## config.mk

```make
export PLATFORM = sky130hd
export DESIGN_NAME = dmem_arbiter_flat
export DESIGN_NICKNAME = d
export VERILOG_FILES = /design/src/rtl/dmem_arbiter_if.sv /design/src/rtl/dmem_arbiter.sv /design/src/flat_wrapper.sv
export SDC_FILE = /design/constraint.sdc
export NUM_CORES = 1
export LEC_CHECK = 0
export ABC_AREA = 1
export CORE_ASPECT_RATIO = 0.8
export CORE_MARGIN = 8
export CORE_UTILIZATION = 37
export CTS_CLUSTER_DIAMETER = 150
export DETAILED_ROUTE_END_ITERATION = 7
export PLACE_DENSITY = 0.78
export SETUP_SLACK_MARGIN = 0.1
export SKIP_CTS_REPAIR_TIMING = 1
export SLEW_MARGIN = 20
export SYNTH_ARGS = -nofsm -noshare
export SYNTH_HDL_FRONTEND = slang
export SYNTH_SLANG_ARGS = --single-unit
```

## constraint.sdc

```tcl
create_clock -name clk -period 1.9 [get_ports clk]
set_clock_uncertainty 0.1 [all_clocks]
set_input_delay 0.285 -clock clk [delete_from_list [all_inputs] [get_ports clk]]
set_output_delay 0.285 -clock clk [all_outputs]
set_load 0.03 [all_outputs]
```

## src/rtl/dmem_arbiter_if.sv

```systemverilog
// Shared data-RAM bus bundle: both data masters, the arbiter and the single-port RAM.
interface dmem_arbiter_if #(
  parameter int bus_addr_data_width = 8
);
  logic                           m0_req;
  logic                           m0_we;
  logic [bus_addr_data_width-1:0] m0_addr;
  logic [7:0]                     m0_wdata;
  logic                           m0_gnt;
  logic [7:0]                     m0_rdata;
  logic                           m0_rvalid;

  logic                           m1_req;
  logic                           m1_we;
  logic [bus_addr_data_width-1:0] m1_addr;
  logic [7:0]                     m1_wdata;
  logic                           m1_gnt;
  logic [7:0]                     m1_rdata;
  logic                           m1_rvalid;

  logic                           dmem_re;
  logic                           dmem_we;
  logic [bus_addr_data_width-1:0] dmem_a;
  logic [7:0]                     dmem_w;
  logic [7:0]                     dmem_r;

  modport slave (
    input  m0_req, m0_we, m0_addr, m0_wdata,
    output m0_gnt, m0_rdata, m0_rvalid,
    input  m1_req, m1_we, m1_addr, m1_wdata,
    output m1_gnt, m1_rdata, m1_rvalid,
    output dmem_re, dmem_we, dmem_a, dmem_w,
    input  dmem_r
  );

  modport master (
    output m0_req, m0_we, m0_addr, m0_wdata,
    input  m0_gnt, m0_rdata, m0_rvalid,
    output m1_req, m1_we, m1_addr, m1_wdata,
    input  m1_gnt, m1_rdata, m1_rvalid,
    input  dmem_re, dmem_we, dmem_a, dmem_w,
    output dmem_r
  );
endinterface

```

## src/rtl/dmem_arbiter.sv

```systemverilog
// Two-master arbiter for the single-port data RAM: one access per clock,
// round-robin tie-break, bounded bursts so neither master starves.
module dmem_arbiter #(
  parameter int bus_addr_data_width = 8,
  parameter int MAX_BURST           = 4
) (
  input logic           clk,
  input logic           rst,
  dmem_arbiter_if.slave bus
);
  localparam int            CW      = (MAX_BURST > 1) ? $clog2(MAX_BURST) : 1;
  localparam logic [CW-1:0] CNT_MAX = CW'(MAX_BURST - 1);

  typedef enum logic [1:0] {IDLE, OWN0, OWN1} state_t;

  state_t                         state, state_nx;
  logic [CW-1:0]                  cnt, cnt_nx;
  logic                           last, last_nx;
  logic                           gnt0, gnt1;
  logic [bus_addr_data_width-1:0] addr_sel;
  logic                           rv0_q, rv1_q;
  logic [7:0]                     rd0_q, rd1_q;

  always_ff @(posedge clk) begin
    if (rst) begin
      state <= IDLE;
      cnt   <= '0;
      last  <= 1'b1;
      rv0_q <= 1'b0;
      rv1_q <= 1'b0;
      rd0_q <= '0;
      rd1_q <= '0;
    end else begin
      state <= state_nx;
      cnt   <= cnt_nx;
      last  <= last_nx;
      rv0_q <= gnt0 && !bus.m0_we;
      rv1_q <= gnt1 && !bus.m1_we;
      if (gnt0 && !bus.m0_we) rd0_q <= bus.dmem_r;
      if (gnt1 && !bus.m1_we) rd1_q <= bus.dmem_r;
    end
  end

  always_comb begin
    state_nx = state;
    cnt_nx   = cnt;
    last_nx  = last;
    gnt0     = 1'b0;
    gnt1     = 1'b0;
    case (state)
      IDLE: begin
        if (bus.m0_req && (!bus.m1_req || last)) gnt0 = 1'b1;
        else if (bus.m1_req)                      gnt1 = 1'b1;
      end
      OWN0: begin
        if (bus.m0_req && !(bus.m1_req && cnt == CNT_MAX)) gnt0 = 1'b1;
        else if (bus.m1_req)                                gnt1 = 1'b1;
      end
      OWN1: begin
        if (bus.m1_req && !(bus.m0_req && cnt == CNT_MAX)) gnt1 = 1'b1;
        else if (bus.m0_req)                                gnt0 = 1'b1;
      end
      default: ;
    endcase
    if (rst) begin
      gnt0 = 1'b0;
      gnt1 = 1'b0;
    end

    if (gnt0) begin
      state_nx = OWN0;
      last_nx  = 1'b0;
      cnt_nx   = (state != OWN0) ? '0 : (cnt == CNT_MAX) ? cnt : cnt + 1'b1;
    end else if (gnt1) begin
      state_nx = OWN1;
      last_nx  = 1'b1;
      cnt_nx   = (state != OWN1) ? '0 : (cnt == CNT_MAX) ? cnt : cnt + 1'b1;
    end else begin
      state_nx = IDLE;
      cnt_nx   = '0;
    end
  end

  always_comb begin
    addr_sel     = '0;
    bus.dmem_re  = 1'b0;
    bus.dmem_we  = 1'b0;
    bus.dmem_w   = '0;
    if (gnt0) begin
      addr_sel    = bus.m0_addr;
      bus.dmem_w  = bus.m0_wdata;
      bus.dmem_we = bus.m0_we;
      bus.dmem_re = !bus.m0_we;
    end else if (gnt1) begin
      addr_sel    = bus.m1_addr;
      bus.dmem_w  = bus.m1_wdata;
      bus.dmem_we = bus.m1_we;
      bus.dmem_re = !bus.m1_we;
    end
    bus.dmem_a = addr_sel;
  end

  assign bus.m0_gnt   = gnt0;
  assign bus.m1_gnt   = gnt1;
  assign bus.m0_rdata = rd0_q;
  assign bus.m1_rdata = rd1_q;
  // A read registered just before reset is asserted must not surface during reset.
  assign bus.m0_rvalid = rv0_q && !rst;
  assign bus.m1_rvalid = rv1_q && !rst;
endmodule

```

## src/flat_wrapper.sv

```systemverilog
// flat-port wrapper written by rule: the top's interface ports become plain ports
module dmem_arbiter_flat 
#(
  parameter int bus_addr_data_width = 8,
  parameter int MAX_BURST           = 4
)
  (clk, rst, bus_m0_req, bus_m0_we, bus_m0_addr, bus_m0_wdata, bus_m0_gnt, bus_m0_rdata, bus_m0_rvalid, bus_m1_req, bus_m1_we, bus_m1_addr, bus_m1_wdata, bus_m1_gnt, bus_m1_rdata, bus_m1_rvalid, bus_dmem_re, bus_dmem_we, bus_dmem_a, bus_dmem_w, bus_dmem_r);
  dmem_arbiter_if #(.bus_addr_data_width(bus_addr_data_width)) bus_i ();
  input logic clk;
  input logic rst;
  input wire logic [$bits(bus_i.m0_req)-1:0] bus_m0_req;
  input wire logic [$bits(bus_i.m0_we)-1:0] bus_m0_we;
  input wire logic [$bits(bus_i.m0_addr)-1:0] bus_m0_addr;
  input wire logic [$bits(bus_i.m0_wdata)-1:0] bus_m0_wdata;
  output wire logic [$bits(bus_i.m0_gnt)-1:0] bus_m0_gnt;
  output wire logic [$bits(bus_i.m0_rdata)-1:0] bus_m0_rdata;
  output wire logic [$bits(bus_i.m0_rvalid)-1:0] bus_m0_rvalid;
  input wire logic [$bits(bus_i.m1_req)-1:0] bus_m1_req;
  input wire logic [$bits(bus_i.m1_we)-1:0] bus_m1_we;
  input wire logic [$bits(bus_i.m1_addr)-1:0] bus_m1_addr;
  input wire logic [$bits(bus_i.m1_wdata)-1:0] bus_m1_wdata;
  output wire logic [$bits(bus_i.m1_gnt)-1:0] bus_m1_gnt;
  output wire logic [$bits(bus_i.m1_rdata)-1:0] bus_m1_rdata;
  output wire logic [$bits(bus_i.m1_rvalid)-1:0] bus_m1_rvalid;
  output wire logic [$bits(bus_i.dmem_re)-1:0] bus_dmem_re;
  output wire logic [$bits(bus_i.dmem_we)-1:0] bus_dmem_we;
  output wire logic [$bits(bus_i.dmem_a)-1:0] bus_dmem_a;
  output wire logic [$bits(bus_i.dmem_w)-1:0] bus_dmem_w;
  input wire logic [$bits(bus_i.dmem_r)-1:0] bus_dmem_r;
  assign bus_i.m0_req = bus_m0_req;
  assign bus_i.m0_we = bus_m0_we;
  assign bus_i.m0_addr = bus_m0_addr;
  assign bus_i.m0_wdata = bus_m0_wdata;
  assign bus_m0_gnt = bus_i.m0_gnt;
  assign bus_m0_rdata = bus_i.m0_rdata;
  assign bus_m0_rvalid = bus_i.m0_rvalid;
  assign bus_i.m1_req = bus_m1_req;
  assign bus_i.m1_we = bus_m1_we;
  assign bus_i.m1_addr = bus_m1_addr;
  assign bus_i.m1_wdata = bus_m1_wdata;
  assign bus_m1_gnt = bus_i.m1_gnt;
  assign bus_m1_rdata = bus_i.m1_rdata;
  assign bus_m1_rvalid = bus_i.m1_rvalid;
  assign bus_dmem_re = bus_i.dmem_re;
  assign bus_dmem_we = bus_i.dmem_we;
  assign bus_dmem_a = bus_i.dmem_a;
  assign bus_dmem_w = bus_i.dmem_w;
  assign bus_i.dmem_r = bus_dmem_r;
  dmem_arbiter #(.bus_addr_data_width(bus_addr_data_width), .MAX_BURST(MAX_BURST)) u_core (.clk(clk), .rst(rst), .bus(bus_i));
endmodule
```

==> run metrics <==
Worst VDD drop 0.316 mV; row cnt 20; die width 84.4 microns; number of vias per cell 4.63; first-pass GRT wire length 7.02 mm; WL per Instance 13.1 microns; RSZ-0062 raised after global routing true; maxcap violations 0; Seq. cell area 473 sq um; fillcell total 280; Die Area 5970 sq um; Period Utilization, post-route 103%; CP max FO 5; RR Endpoint u_core.bus.m0_rdata[5]$_SDFFE_PP0P_; CTS tree done; FF-to-FF path depth 10; total power 1.70 mW; FF+latch count, synth 23; buffers added on ports 83; clk_lat worst skew 260 ps; final setup margin -47.9 ps; final WL 4.74 mm; # setup viols final 17; beginning of the worst hold path u_core.bus.m1_rdata[3]$_SDFFE_PP0P_; Critical Path Start Type flip-flop; Nets 366; sequential area share after synthesis 33.3%; Pins Over Slew Limit 0; DRC viols 0; Top-Level Pins 84; Mapped Area 1380 sq um; Routed Antenna Nets 0; CTS Sinks 23; H-tree levels 1; worst hold path depth 4; initial antenna violation count 0; area delta synth->final 91.9%; total negative slack -511 ps; share of cells above drive strength 1 35.4%; actual slew at the worst max-slew pin 319 ps; Post-DP HPWL 3.29 mm; Fin. Hold Viols 0; hold crit path type flip-flop to flip-flop; largest net degree at the start of global routing 21; CP endpoint kind output port; Synth Instances 221; Diodes inserted 0; commonest non-fill, non-tap cell in the layout clkdlybuf4s50_1; RePlAce Congestion 0.831; CTS max path bufs 2; vias in the first global route 1635; clock slew at reported path FFs 80 ps; Power Density 641 nW/um^2; min cycle time layout 1950 ps; most frequent cells in the layout 59 x clkdlybuf4s50_1, 51 x nand2_1, 45 x nand2_2; Setup CP Type flip-flop to output port; Cell variety after synth 21; Fmax achieved 513 MHz; total global-route track usage 13.7%; Crit path arrival time 1560 ps; Multi-input gate area 852 sq um; total CTS buffers 3; failing checks setup timing; reg-to-reg slack, setup 330 ps; WHS Endpoint u_core.bus.m1_rdata[3]$_SDFFE_PP0P_; DP Worst Slack -268 ps; status finished, violations left; Syn Nets 267; via count 1680; router iterations before antenna repair 4; Max-slew headroom 78.7%; P_leak 1.25 nW; Yosys warning total 0; core area 3700 sq um; 1st-iter DRT viols 88; Req. time, crit path 1510 ps; root buf cell clkbuf_8; GR Overflow Total 0; Vert. Die Dim 70.7 microns; Initial Utilization 37.4%; start of the worst register-to-register path u_core.last$_SDFFE_PP1P_; Syn Area/Cell 6.26 sq um
==> how the worst max path moves through the flow <==
| stage | start | to | slack [ps] | cells past startpoint |
|---|---|---|---|---|
| 2_1_floorplan | u_core.state[0]$_SDFF_PP0_ | bus_dmem_w[6] | 210 | 9 |
| 3_3_place_gp | bus_m0_req | bus_dmem_w[6] | -240 | 8 |
| 3_5_place_dp | bus_m0_req | bus_dmem_w[6] | -270 | 8 |
| 4_1_cts | bus_m0_req | bus_dmem_w[6] | -270 | 8 |
| 5_1_grt | u_core.state[1]$_SDFF_PP0_ | bus_dmem_w[2] | -140 | 9 |
| 6_report | u_core.cnt[1]$_SDFF_PP0_ | bus_dmem_w[4] | -50 | 10 |
==> cells in the mapped netlist (all sizes together) <==
cell type	n	share of area, %
o21ai	1	0.36
clkinv	2	0.54
nand2	98	29
nor2	27	8.4
a21oi	2	0.72
nand4	16	7.2
dfxtp	23	33
nand3	10	6.5
inv	33	9.1
buf	9	5.2
==> flip-flops by register name, indices dropped and copies added, names as in the netlist <==
signal / flops
u_core.last: 1
u_core.bus.m0_rdata: 8
u_core.bus.m1_rdata: 8
u_core.cnt: 2
u_core.state: 2
u_core.rv0_q: 1
u_core.rv1_q: 1
==> report_power, final <==
| part | internal [mW] | total, mW | switching, mW |
|---|---|---|---|
| clock network | 0.146 | 0.301 | 0.154 |
| registers | 0.521 | 0.548 | 0.0266 |
| logic | 0.395 | 0.852 | 0.457 |
| total | 1.06 | 1.70 | 0.638 |
==> per-stage QoR <==
step	utilization [%]	cells	cell area, sq um	hold slack, ps
floorplan	-	221	1380	339
global placement	60.2	349	2230	401
detailed placement	60.2	349	2230	400
CTS	61.5	353	2280	415
global route	71.7	363	2660	445
finish	71.7	363	2660	412
==> worst max-delay path: stages, from the launching register on <==
cell,delay (ps)
dfxtp_4,370
nand2_2,80
a21oi_2,50
nand2_1,70
nand3_2,90
nand2_2,110
clkinv_4,100
clkbuf_16,170
nand2_2,70
nand2_2,50
buf_6,130
==> kinds of logic (layout without fill, tap and decap cells) <==
group | count (synthesis) | count (layout) | synth area share [%]
AND/OR/NAND/NOR | 151 | 151 | 50.7
AO/OA/AOI/OAI | 3 | 3 | 1.08
flip-flops | 23 | 23 | 33.3
buffers and inverters | 44 | 142 | 14.9
==> layout make-up <==
type                    count  area share (%)
clock inverters             1           0.189
inverters                  35            5.70
well taps                  44            2.07
clock buffers               3            1.56
flip-flops and latches     23            17.8
multi-input cells         154            32.1
repair inverters            1           0.613
repair buffers            102            40.0
==> routing by layer <==
| layer | vias to the layer above | track usage (%) | share of wire, % |
|---|---|---|---|
| li1 | 865 | - | - |
| met4 | 0 | 3.54 | 1.1 |
| met3 | 6 | 6.60 | 11 |
| met2 | 76 | 23.3 | 46 |
| met5 | - | 0 | 0 |
| met1 | 733 | 15.0 | 41 |
No activity file was read; power rests on OpenSTA's default activity.
==> RTL change: new RTL, same flow settings <==
The 3 states of `state_t` get a one-hot encoding in 3 bits.
--- a/src/rtl/dmem_arbiter.sv
+++ b/src/rtl/dmem_arbiter.sv
@@ -12,5 +12,5 @@
   localparam logic [CW-1:0] CNT_MAX = CW'(MAX_BURST - 1);
 
-  typedef enum logic [1:0] {IDLE, OWN0, OWN1} state_t;
+  typedef enum logic [2:0] {IDLE = 3'b001, OWN0 = 3'b010, OWN1 = 3'b100} state_t;
 
   state_t                         state, state_nx;
Behaviour: same outputs for any inputs over 10 cycles, from zero or initial values and one cycle with rst high; not proved beyond that.
==> RTL change against the unedited design <==
The run still ends with negative setup slack left; synthesized cell count up 0.90%; sequential cell count increased by 1; wire length decreased by 1.8%; setup slack worse by 0.036 ns; synthesized area down 0.18%; total power rose by 6.9%; design area down 3.7%; core utilization decreased by 2.2 points; critical path type unchanged; critical endpoint is now bus_dmem_a[3]; largest cell class unchanged.
==> RTL change: results (changes against the unedited design) <==
* CTS root buf: clkbuf_8
* Share of cells above drive strength 1 at 0.2057 (-0.1485)
* Fin worst setup slack at -0.08387 ns (-0.03594 ns)
* N_diodes at 0 (unchanged)
* CP startpoint: u_core.state[0]
* Max H-tree Level at 1 (unchanged)
* Synth unique cells at 19 (-9.5%)
* Clk buf depth at 2 (unchanged)
* Synth area leaders: dfxtp_1 35%, nand2_1 21%, nand4_1 9.5%
* Largest net degree at the start of global routing at 22 (+4.8%)
* Vias/cell at 4.664 (+0.77%)
* Slowest CP cell: dfxtp_2
* First-pass GRT wire length at 7.148 mm (+1.9%)
* Worst-Skew Late Latency at 0.27 ns
* Syn_nets at 269 (+0.75%)
* Hold Crit Start: u_core.bus.m0_rdata[1]
* Crit path DAT at 1.60 ns (+0.04 ns)
* Status: finished with violations
* Initial DRC Count at 120 (+36%)
* Max FO, Critical Path at 8 (+3)
* WL per Instance at 12.93 µm (-0.98%)
* Sequential share of the synthesized area at 0.3478 (+0.01510)
* Most frequent cells after synthesis: 76 x nand2_1, 31 x inv_1, 24 x dfxtp_1
* Overall routing resource usage at 0.1401 (+0.002779)
* Final TNS setup at -1.050 ns (-0.5388 ns)
* Peak VDD IR at 297.4 µV (-6.0%)
* # fillers at 292 (+4.3%)
* Vias in the first global route at 1544 (-5.6%)
* DP Area at 0.002293 mm² (+2.9%)
* Router iterations before antenna repair at 4 (unchanged)
* Largest delay contributor family on the critical path: simple AND/OR/NAND/NOR gates
* Synthesis Warnings at 0 (unchanged)
* Worst Hold Class: register to register
* Dpl hpwl at 3.503 mm (+6.4%)
* Sw frac at 0.3399 (-0.03542)
* LEAKAGE at 1.237 nW (-0.67%)
* Port Buffers at 83 (unchanged)
* Final core utilization at 0.6949 (-0.02199)
* Clock slew at reported path FFs at 0.08 ns (about the same)
* # DRC at 0 (unchanged)
* Final setup fails at 19 (+2)
* CTS buffer count at 3 (unchanged)
* GPL Wtd Cong at 0.7878 (-5.2%)
* Max-slew headroom at 0.7772 (-0.009532)
* Max incr delay on CP at 0.33 ns (-0.04 ns)
* Post-synthesis async set-or-reset flop share at 0 (unchanged)
* Antenna violations before repair at 0 (unchanged)
* Nets at 363 (-0.82%)
* Failing checks: negative setup slack
-- RTL change: worst paths after layout --
check | cells after the start | slack, ns | end
max | 9 | -0.08 | bus_dmem_a[3]
min | 4 | 0.42 | u_core.bus.m0_rdata[1]
max reg2reg | 10 | 0.32 | u_core.last
min reg2reg | 4 | 0.42 | u_core.bus.m0_rdata[1]
-- RTL change: layout make-up --
cell class,instances,share of cell area
Tap cell,44,0.02154
Clock inverter,1,0.01175
Clock buffer,3,0.01615
Multi-Input combinational cell,153,0.2956
Timing Repair Buffer,100,0.4058
Inverter,35,0.05776
Sequential cell,24,0.1914
-- RTL change: per-layer routing --
layer | up-vias | share of wire | track usage
met1 | 734 | 0.42 | 0.1705
met4 | 0 | 0.011 | 0.02868
li1 | 887 | - | -
met3 | 4 | 0.079 | 0.04931
met2 | 54 | 0.49 | 0.2317
met5 | - | 0 | 0
-- RTL change: cells by family after synthesis --
kind of cell / Yosys count / synth area share
buffers and inverters: 46 / 0.1467
DFF: 24 / 0.3478
and+or+nand+nor: 147 / 0.4837
AOI/OAI and AO/OA: 6 / 0.02174
-- RTL change: stage by stage --
| stage | std cells | setup WS (ns) |
|---|---|---|
| floorplan | 223 | 0.1949 |
| global placement | 354 | -0.1905 |
| detailed placement | 354 | -0.2056 |
| CTS | 358 | -0.2191 |
| global route | 360 | -0.1765 |
| finish | 360 | -0.08387 |
-- RTL change: power by group through the flow --
stage                     Combinational (mW)  Sequential [mW]  Clock [mW]
after floorplan                        0.333            0.623           0
after global placement                 0.695            0.577           0
after detailed placement               0.698            0.578           0
after CTS                              0.701            0.566       0.460
after global routing                   0.853            0.578       0.472
final                                  0.795            0.573       0.450
-- RTL change: tightest hold or removal path, delay by kind of cell, from the launching register on --
family	cells	cell delay, ns
and+or+nand+nor	3	0.12
buffers and inverters	1	0.05
DFF	1	0.32
